==> src/rtl/abr_params_pkg.sv <==
// Shared arithmetic parameters for the ML-DSA datapath.
//   MLDSA_Q    : prime modulus of the coefficient ring
//   MLDSA_Q_X2 : 2*MLDSA_Q, upper bound of the single-subtract reduction window
package abr_params_pkg;
  localparam int MLDSA_Q    = 8380417;
  localparam int MLDSA_Q_X2 = 2 * MLDSA_Q;
endpackage

==> src/rtl/ntt_defines_pkg.sv <==
// NTT datapath types shared by the masked and unmasked halves of the unit.
//   masked_share_t : two arithmetic shares, value = share0 + share1 mod 2^NTT_SHARE_W
//   ntt_stage_t    : view of one pipeline register slice {valid, last, data}
package ntt_defines_pkg;
  localparam int NTT_SHARE_W = 46;

  typedef logic [1:0][NTT_SHARE_W-1:0] masked_share_t;

  typedef struct packed {
    logic                     valid;
    logic                     last;
    logic [2*NTT_SHARE_W-1:0] data;
  } ntt_stage_t;
endpackage

==> src/rtl/ntt_pipe_stage.sv <==
// One valid/ready register slice with bubble collapsing.
// Ports:
//   clk, reset_n (async, active-low), zeroize (sync clear, highest priority)
//   up_valid/up_ready/up_data/up_last       : upstream side
//   down_valid/down_ready/down_data/down_last : downstream side (registered)
//
// Handshake: a beat moves across an interface on a clock edge where valid and
// ready are both high. The slice is ready whenever it is empty or its current
// content leaves this cycle, so an empty slot never blocks a follower. Valid
// never depends on ready; ready here is combinational from down_ready.
module ntt_pipe_stage #(
  parameter int DATA_W = 8
) (
  input  logic              clk,
  input  logic              reset_n,
  input  logic              zeroize,
  input  logic              up_valid,
  output logic              up_ready,
  input  logic [DATA_W-1:0] up_data,
  input  logic              up_last,
  output logic              down_valid,
  input  logic              down_ready,
  output logic [DATA_W-1:0] down_data,
  output logic              down_last
);

  logic load;

  assign up_ready = !down_valid || down_ready;
  assign load     = up_valid && up_ready;

  always_ff @(posedge clk or negedge reset_n) begin
    if (!reset_n) begin
      down_valid <= 1'b0;
      down_last  <= 1'b0;
      down_data  <= '0;
    end else if (zeroize) begin
      down_valid <= 1'b0;
      down_last  <= 1'b0;
      down_data  <= '0;
    end else if (load) begin
      down_valid <= 1'b1;
      down_last  <= up_last;
      down_data  <= up_data;
    end else if (down_ready) begin
      // Content left and nothing replaced it: become a bubble. Data is kept
      // so the output bus does not toggle needlessly.
      down_valid <= 1'b0;
    end
  end

endmodule

==> src/rtl/ntt_masked_share_unmask.sv <==
// Unmasks a two-share arithmetic coefficient from the masked BFU and delivers
// a reduced coefficient in [0, MLDSA_Q) toward the unmasked memory write path.
// Ports:
//   clk, reset_n (async, active-low), zeroize (sync clear of all state)
//   in_valid/in_ready, in_shares[1:0][WIDTH-1:0], in_last, rnd : input beat
//   out_valid/out_ready, out_coeff[COEFF_W-1:0], out_last      : output beat
//   range_err : sticky, a combined value reached 2*MLDSA_Q or more
//
// Three register stages, each an ntt_pipe_stage:
//   1 refresh : r0 = share0 + rnd, r1 = share1 - rnd   (mod 2^WIDTH)
//   2 combine : x  = r0 + r1                            (mod 2^WIDTH)
//   3 reduce  : x, x - Q, or truncated x - Q when out of range
// The shares are re-randomised in a register before they are ever summed, so
// no cycle has both raw shares feeding a single adder.
module ntt_masked_share_unmask
  import abr_params_pkg::*;
  import ntt_defines_pkg::*;
#(
  parameter int WIDTH   = 46,
  parameter int COEFF_W = 23
) (
  input  logic                  clk,
  input  logic                  reset_n,
  input  logic                  zeroize,
  input  logic                  in_valid,
  output logic                  in_ready,
  input  logic [1:0][WIDTH-1:0] in_shares,
  input  logic                  in_last,
  input  logic [WIDTH-1:0]      rnd,
  output logic                  out_valid,
  input  logic                  out_ready,
  output logic [COEFF_W-1:0]    out_coeff,
  output logic                  out_last,
  output logic                  range_err
);

  localparam logic [WIDTH-1:0]   Q_W   = WIDTH'(MLDSA_Q);
  localparam logic [WIDTH-1:0]   Q2_W  = WIDTH'(MLDSA_Q_X2);
  localparam logic [COEFF_W-1:0] Q_C   = COEFF_W'(MLDSA_Q);

  // Stage 1: refresh
  logic [2*WIDTH-1:0] s1_in;
  logic [2*WIDTH-1:0] s1_data;
  logic               s1_valid;
  logic               s1_last;
  logic               s1_ready;

  // Stage 2: combine
  logic [WIDTH-1:0]   s2_in;
  logic [WIDTH-1:0]   s2_data;
  logic               s2_valid;
  logic               s2_last;
  logic               s2_ready;

  // Stage 3: reduce
  logic [COEFF_W-1:0] s3_in;
  logic               s3_over;
  logic               s3_ready;
  logic               s3_load;

  assign s1_in = {in_shares[1] - rnd, in_shares[0] + rnd};

  ntt_pipe_stage #(.DATA_W(2*WIDTH)) u_stage_refresh (
    .clk        (clk),
    .reset_n    (reset_n),
    .zeroize    (zeroize),
    .up_valid   (in_valid),
    .up_ready   (in_ready),
    .up_data    (s1_in),
    .up_last    (in_last),
    .down_valid (s1_valid),
    .down_ready (s1_ready),
    .down_data  (s1_data),
    .down_last  (s1_last)
  );

  assign s2_in = s1_data[WIDTH-1:0] + s1_data[2*WIDTH-1:WIDTH];

  ntt_pipe_stage #(.DATA_W(WIDTH)) u_stage_combine (
    .clk        (clk),
    .reset_n    (reset_n),
    .zeroize    (zeroize),
    .up_valid   (s1_valid),
    .up_ready   (s1_ready),
    .up_data    (s2_in),
    .up_last    (s1_last),
    .down_valid (s2_valid),
    .down_ready (s2_ready),
    .down_data  (s2_data),
    .down_last  (s2_last)
  );

  // Both the in-window and out-of-range cases subtract Q once; only the low
  // COEFF_W bits survive, so the subtraction is done at that width directly.
  always_comb begin
    s3_in   = s2_data[COEFF_W-1:0];
    s3_over = 1'b0;
    if (s2_data >= Q_W) begin
      s3_in = s2_data[COEFF_W-1:0] - Q_C;
    end
    if (s2_data >= Q2_W) begin
      s3_over = 1'b1;
    end
  end

  ntt_pipe_stage #(.DATA_W(COEFF_W)) u_stage_reduce (
    .clk        (clk),
    .reset_n    (reset_n),
    .zeroize    (zeroize),
    .up_valid   (s2_valid),
    .up_ready   (s2_ready),
    .up_data    (s3_in),
    .up_last    (s2_last),
    .down_valid (out_valid),
    .down_ready (out_ready),
    .down_data  (out_coeff),
    .down_last  (out_last)
  );

  assign s3_load = s2_valid && s3_ready;
  assign s3_ready = s2_ready;

  always_ff @(posedge clk or negedge reset_n) begin
    if (!reset_n) begin
      range_err <= 1'b0;
    end else if (zeroize) begin
      range_err <= 1'b0;
    end else if (s3_load && s3_over) begin
      range_err <= 1'b1;
    end
  end

endmodule

==> config.mk <==
export PLATFORM = sky130hd
export DESIGN_NAME = ntt_masked_share_unmask
export DESIGN_NICKNAME = d
export VERILOG_FILES = /design/src/rtl/abr_params_pkg.sv /design/src/rtl/ntt_defines_pkg.sv /design/src/rtl/ntt_pipe_stage.sv /design/src/rtl/ntt_masked_share_unmask.sv
export SDC_FILE = /design/constraint.sdc
export NUM_CORES = 1
export LEC_CHECK = 0
export BUFFER_PORTS_ARGS = -buffer_cell sky130_fd_sc_hd__buf_2
export CORE_MARGIN = 4
export CORE_UTILIZATION = 55
export CTS_CLUSTER_SIZE = 24
export DETAILED_ROUTE_END_ITERATION = 8
export HOLD_SLACK_MARGIN = 0.03
export PLACE_DENSITY = 0.76
export SYNTH_ARGS = -nofsm -noshare
export SYNTH_HDL_FRONTEND = slang
export SYNTH_SLANG_ARGS = --single-unit
==> constraint.sdc <==
create_clock -name clk -period 7.5 [get_ports clk]
set_input_delay 1.125 -clock clk [delete_from_list [all_inputs] [get_ports clk]]
set_output_delay 1.125 -clock clk [all_outputs]
set_load 0.005 [all_outputs]
After elaboration in Yosys (flattened, before gate mapping)
Index checks and enable logic that the tools add are counted.

word-level totals
  bits in registers = 168
  bits of input ports = 144
  output and inout bits = 27
  word-level logic and storage cells = 58

cells by class
  add/subtract/negate cells = 4
  order comparisons = 2
  muxes and demuxes = 25
  reductions and logical operators = 17

operators by type and width
  cell                      count
  $mux W92                  2
  $add A46 B46 Y46          2
  $mux W46                  2
  $mux W23                  3
  $ge A46 B23 Y1 const B    1
  $ge A46 B24 Y1 const B    1
  $sub A46 B46 Y46          1
  $sub A23 B23 Y23 const B  1
  $mux W1                   18
  $reduce_bool A3 Y1        3
  $reduce_bool A2 Y1        4
  $logic_and A1 B1 Y1       4
  $logic_not A1 Y1          3
  $logic_or A1 B1 Y1        3

Longest topological paths before layout
  depth in word-level cells = 7
  mapped depth = 13
  gate-level depth less buffers = 13

Hierarchy
Synthesis repeated with hierarchy kept, for this count alone.

unflattened totals
  cells, all modules = 1,945
  area total of the unflattened synthesis = 16,432.0 um^2

by module, submodules not included
  module                             instances  cells each  area an instance (um^2)  seq. area each (um^2)
  ntt_masked_share_unmask            1          1,184       8,122.8                  25.0
  ntt_pipe_stage at u_stage_refresh  1          428         4,509.3                  2,352.3
  ntt_pipe_stage at u_stage_combine  1          219         2,489.9                  1,201.2
  ntt_pipe_stage at u_stage_reduce   1          114         1,310.0                  625.6

Worst setup path before layout
Ideal clock, no wire load.

  kind = input to register
  start point = input port in_shares[0] in the netlist's numbering
  end point = register u_stage_refresh.down_data[18]
  setup time = 0.121 ns
  arrival time = 3.559 ns
  path slack = 3.820 ns
  cell stages on the path = 12
  buffers on the path = 0
  path through = ha_1 fa_1 a211oi_1 nor2_1 a221oi_1 o21ai_0 a21o_1 a21oi_1 o21ai_0 o31ai_1 xnor2_1 a22o_1

on the way
  longest elaborated chain between the ends = 3

RTL lines
  item                  line                           RTL
  start, declared       ntt_masked_share_unmask.sv:27  input logic [1:0][WIDTH-1:0] in_shares,
  $add A46 B46 Y46      ntt_masked_share_unmask.sv:61  assign s1_in = {in_shares[1] - rnd, in_shares[0] + rnd};
  $mux W92              ntt_pipe_stage.sv:41           end else if (load) begin
  $mux W92              ntt_pipe_stage.sv:37           end else if (zeroize) begin
  end signal, assigned  ntt_pipe_stage.sv:44           down_data <= up_data;
  end, declared         ntt_pipe_stage.sv:23           output logic [DATA_W-1:0] down_data,

No other way between the ends. The select of a mux whose other input is x is not followed.
A chain may end at the register's enable or synchronous reset.

Worst setup path after layout
  start point = input port in_shares[0] in the netlist's numbering
  end point = register u_stage_refresh.down_data[44]

Same word-level chain as after synthesis.

==> results.md <==
* Count of instances resized after the clock tree is built at 0
* Master cell of the clock root buffer: sky130_fd_sc_hd__clkbuf_16
* Number of failing hold endpoints at the final stage at 0
* Reported max-cap violation count at 0
* Buffers on Ports at 170
* Net count after synthesis at slightly above 2000
* Finish-stage setup viols at 0
* Worst clock skew at 0.00778 ns
* Die Span X at roughly 170 um
* Final count of pins violating max slew at 0
* Placed Area at ~15000 um^2
* Number of register bits inferred by synthesis at between 150 and 200
* Initial Utilization at 55.7%
* Hold depth at 2
* Clock slew at reported path FFs at roughly 0.070 ns
* Number of vias per cell at approximately 5.9
* Reg2Reg Depth at 13
* Share of synthesized area occupied by flip-flops and latches at a little under a third
* Fraction of the mapped netlist area in simple logic gates at about 17%
* Slew margin rel. at between 20% and 30%
* Most used cells in the layout excluding fill and tap cells: sky130_fd_sc_hd__nand2_1 (258), sky130_fd_sc_hd__o21ai_0 (212), sky130_fd_sc_hd__buf_2 (169)
* Post-DR wirelength/cell at roughly 17 um
* Via count of the first global-routing pass at approximately 12000
* Accumulated negative setup slack at 0 ns
* Clock insertion delay at the later pin of the skew report at approximately 0.43 ns
* # DRC at 0
* Clock tree from TritonCTS: yes
* Required time of the worst setup path at between 7 and 8 ns
* Warnings from Yosys at 0
* Chip Height at 168 um
* Main synth FF type: sky130_fd_sc_hd__dfrtp_1
* Initial antenna violation count at 0
* Most common cell after layout, fill and taps aside: sky130_fd_sc_hd__nand2_1
* Synthesized-area fraction occupied by xor and xnor cells at around 9%
* Placed insts at 2169
* Hold-fix buffers at CTS at 0
* Maximum number of pins on one net before global-route repair at 94
* Most area-hungry cell type in the Yosys netlist: sky130_fd_sc_hd__dfrtp_1
* Total global routing track utilization at between 20% and 30%
* Crit path launch type: input pin
* Upper clock frequency limit at 252 MHz
* Growth of design area from synthesis to finish at 11.5%
* Final Util at 62.1%
* I/O pins at ~170
* Synthesized instance count at 1737
* Number of H-tree branching levels at 4
* Outcome: finished, final reports clean
* Unrepaired setup endpoints after global routing: no
* Number of placement rows at a little under 60
* Wire length reported by the detailed router at between 30000 and 40000 um
* Complex-gate fraction of the synthesized area at about a quarter
* Max Buffers Root-to-Sink at 2
* Hold Crit Endpoint: u_stage_reduce.down_data[21]$_DFFE_PN0P_
* Adder-cell share of the synthesized area at around 13%
* Number of antenna-violating nets in the routed design at 0
* Endpoint of the worst-slack reg-to-reg timing path: u_stage_combine.down_data[44]$_DFFE_PN0P_
* Crit end category: flop
* Worst hold path type: flop to flop
* Synth Cell Area at ~14000 um^2
* Count of distinct cell types in the synthesized netlist at 75
* Min-delay src: u_stage_reduce.down_data[21]$_DFFE_PN0P_
* Largest family of logic cells by synthesized area: compound AO/OA/AOI/OAI gates
* Clock period minus final worst setup slack at just under 4 ns
* Setup slack of the most critical reg-to-reg path at around 4.1 ns
* Period Utilization, post-route at a little over half
* Number of synthesized flops with an enable pin at 0
* Peak fanout along the critical path at 4
* First-pass GRT wire length at ~60000 um
* Share of synthesized area spent on multiplexers at 0%
* Total inserted antenna cells at 0
* Initial drt markers at 1202
* Fraction of final layout cells with drive strength greater than 1 at 12.6%
* Non-Filler Cell Area, Final at between 15000 and 20000 um^2
* Clk sinks at approximately 170
* Fraction of synthesis flops using an asynchronous set or reset pin at 100%
* Core box area at around 25000 um^2
* Main area contributors after synthesis: sky130_fd_sc_hd__dfrtp_1 (30%), sky130_fd_sc_hd__ha_1 (12%), sky130_fd_sc_hd__o21ai_0 (7.6%), sky130_fd_sc_hd__nand2_1 (6.9%), sky130_fd_sc_hd__a21oi_1 (5.8%)
* Layout net count at approximately 2100
* Mean area per synthesized cell at 8.06 um^2
* Peak ir drop on the vdd network at between 0.15 and 0.2 mV
* Gp weighted congestion at 0.942
* Launch instance of the worst register-to-register path: u_stage_refresh.down_data[0]$_DFFE_PN0P_
* Actual transition at the worst max-transition pin at around 1.1 ns
* Lkg Pwr at around 7.5 nW
* Vias after detailed routing at 13100
* Final cell count without fillers at 2201
* Area of the die at between 20000 and 30000 um^2
* Setup Buffers After CTS at 0
* Total power density per cell area at ~190 nW/um^2
* Share of the synthesized area in the top cell type at 30.0%
* Inserted Clock Buffers at 17
* Classification of the worst setup path: input pin to flop
* Arrival time of the worst setup path at around 4.3 ns
* Total overflow reported by the global router at 0
* TritonRoute pass-1 iters at 5
* Post-detail-place hpwl at about 30000 um
## how the worst max path moves through the flow
stage | end | startpoint
after global placement | u_stage_refresh.down_data[44]$_DFFE_PN0P_ | in_shares[0]
after CTS | u_stage_refresh.down_data[44]$_DFFE_PN0P_ | in_shares[0]
after floorplan | u_stage_refresh.down_data[18]$_DFFE_PN0P_ | in_shares[0]
after global routing | u_stage_refresh.down_data[44]$_DFFE_PN0P_ | in_shares[0]
final | u_stage_refresh.down_data[44]$_DFFE_PN0P_ | in_shares[0]
after detailed placement | u_stage_refresh.down_data[44]$_DFFE_PN0P_ | in_shares[0]
## cell usage after synthesis (all sizes together), types with 2 or more instances
master / n
nand2: 259
o21ai: 228
dfrtp: 168
a21oi: 163
ha: 138
inv: 84
nor2: 80
xnor2: 75
xor2: 73
clkbuf: 68
a21o: 67
nand3: 37
nand4: 27
o21bai: 25
nor3: 20
and3: 18
a211oi: 17
a31oi: 16
a22o: 15
nand2b: 15
nor2b: 14
nor4: 14
o31ai: 11
o21a: 9
a2111oi: 7
a21boi: 6
o2111ai: 6
or2: 6
a31o: 5
and2: 5
buf: 5
o211ai: 5
o31a: 5
a311oi: 4
or4: 4
a221oi: 3
and4: 3
fa: 3
o221ai: 3
or3: 3
a22oi: 2
a41oi: 2
o22ai: 2
o311ai: 2
## registers in the layout, indices dropped and copies added, names as in the netlist
signal / cells
u_stage_refresh.down_data: 92
u_stage_reduce.down_data: 23
u_stage_refresh.down_last: 1
range_err: 1
u_stage_combine.down_data: 46
u_stage_reduce.down_valid: 1
u_stage_combine.down_valid: 1
u_stage_refresh.down_valid: 1
u_stage_combine.down_last: 1
u_stage_reduce.down_last: 1
## layer usage
metal	vias to the layer above	wire length, um	GRT usage (%)
met3	57	2360	3.14
met5	-	0	0
li1	6472	-	-
met4	0	601	5.72
met2	482	15500	37.7
met1	6058	19300	42.4
## worst max-delay path: stages
cell	delay (ns)
sky130_fd_sc_hd__buf_2	0.10
sky130_fd_sc_hd__ha_1	0.26
sky130_fd_sc_hd__fa_1	0.47
sky130_fd_sc_hd__a211oi_1	0.27
sky130_fd_sc_hd__nor2_1	0.13
sky130_fd_sc_hd__a221oi_1	0.23
sky130_fd_sc_hd__o21ai_0	0.31
sky130_fd_sc_hd__a31oi_1	0.50
sky130_fd_sc_hd__o21ai_1	0.21
sky130_fd_sc_hd__a31oi_1	0.28
sky130_fd_sc_hd__o21ai_1	0.11
sky130_fd_sc_hd__xnor2_1	0.15
sky130_fd_sc_hd__o21ai_0	0.09
## cells by family after synthesis
group           count (synthesis)
xor+xnor                      148
simple gates                  510
compound gates                613
buf+inv                       157
flops                         168
fa+ha+maj                     141
## power by group
group,internal [mW],total (mW),switching [mW]
Combinational,0.413,1.05,0.638
Clock,0.469,0.842,0.373
Sequential,0.987,1.05,0.0659
## per-stage QoR
stage	setup slack (ns)	hold slack, ns	total power, mW
2_1_floorplan	3.82	0.441	1.80
3_3_place_gp	3.27	0.455	2.08
3_5_place_dp	3.18	0.465	2.09
4_1_cts	3.62	0.480	2.94
5_1_grt	3.39	0.504	3.11
6_report	3.53	0.474	2.95
## cell type report
type	count	area, um^2
clock inverter	13	121
multi-input combinational	1412	9210
tap	330	413
clock buffer	19	443
inverter	84	315
sequential	168	4200
timing repair buffer	175	895
fill	2286	9510
Power figures use the tool's default switching activity.
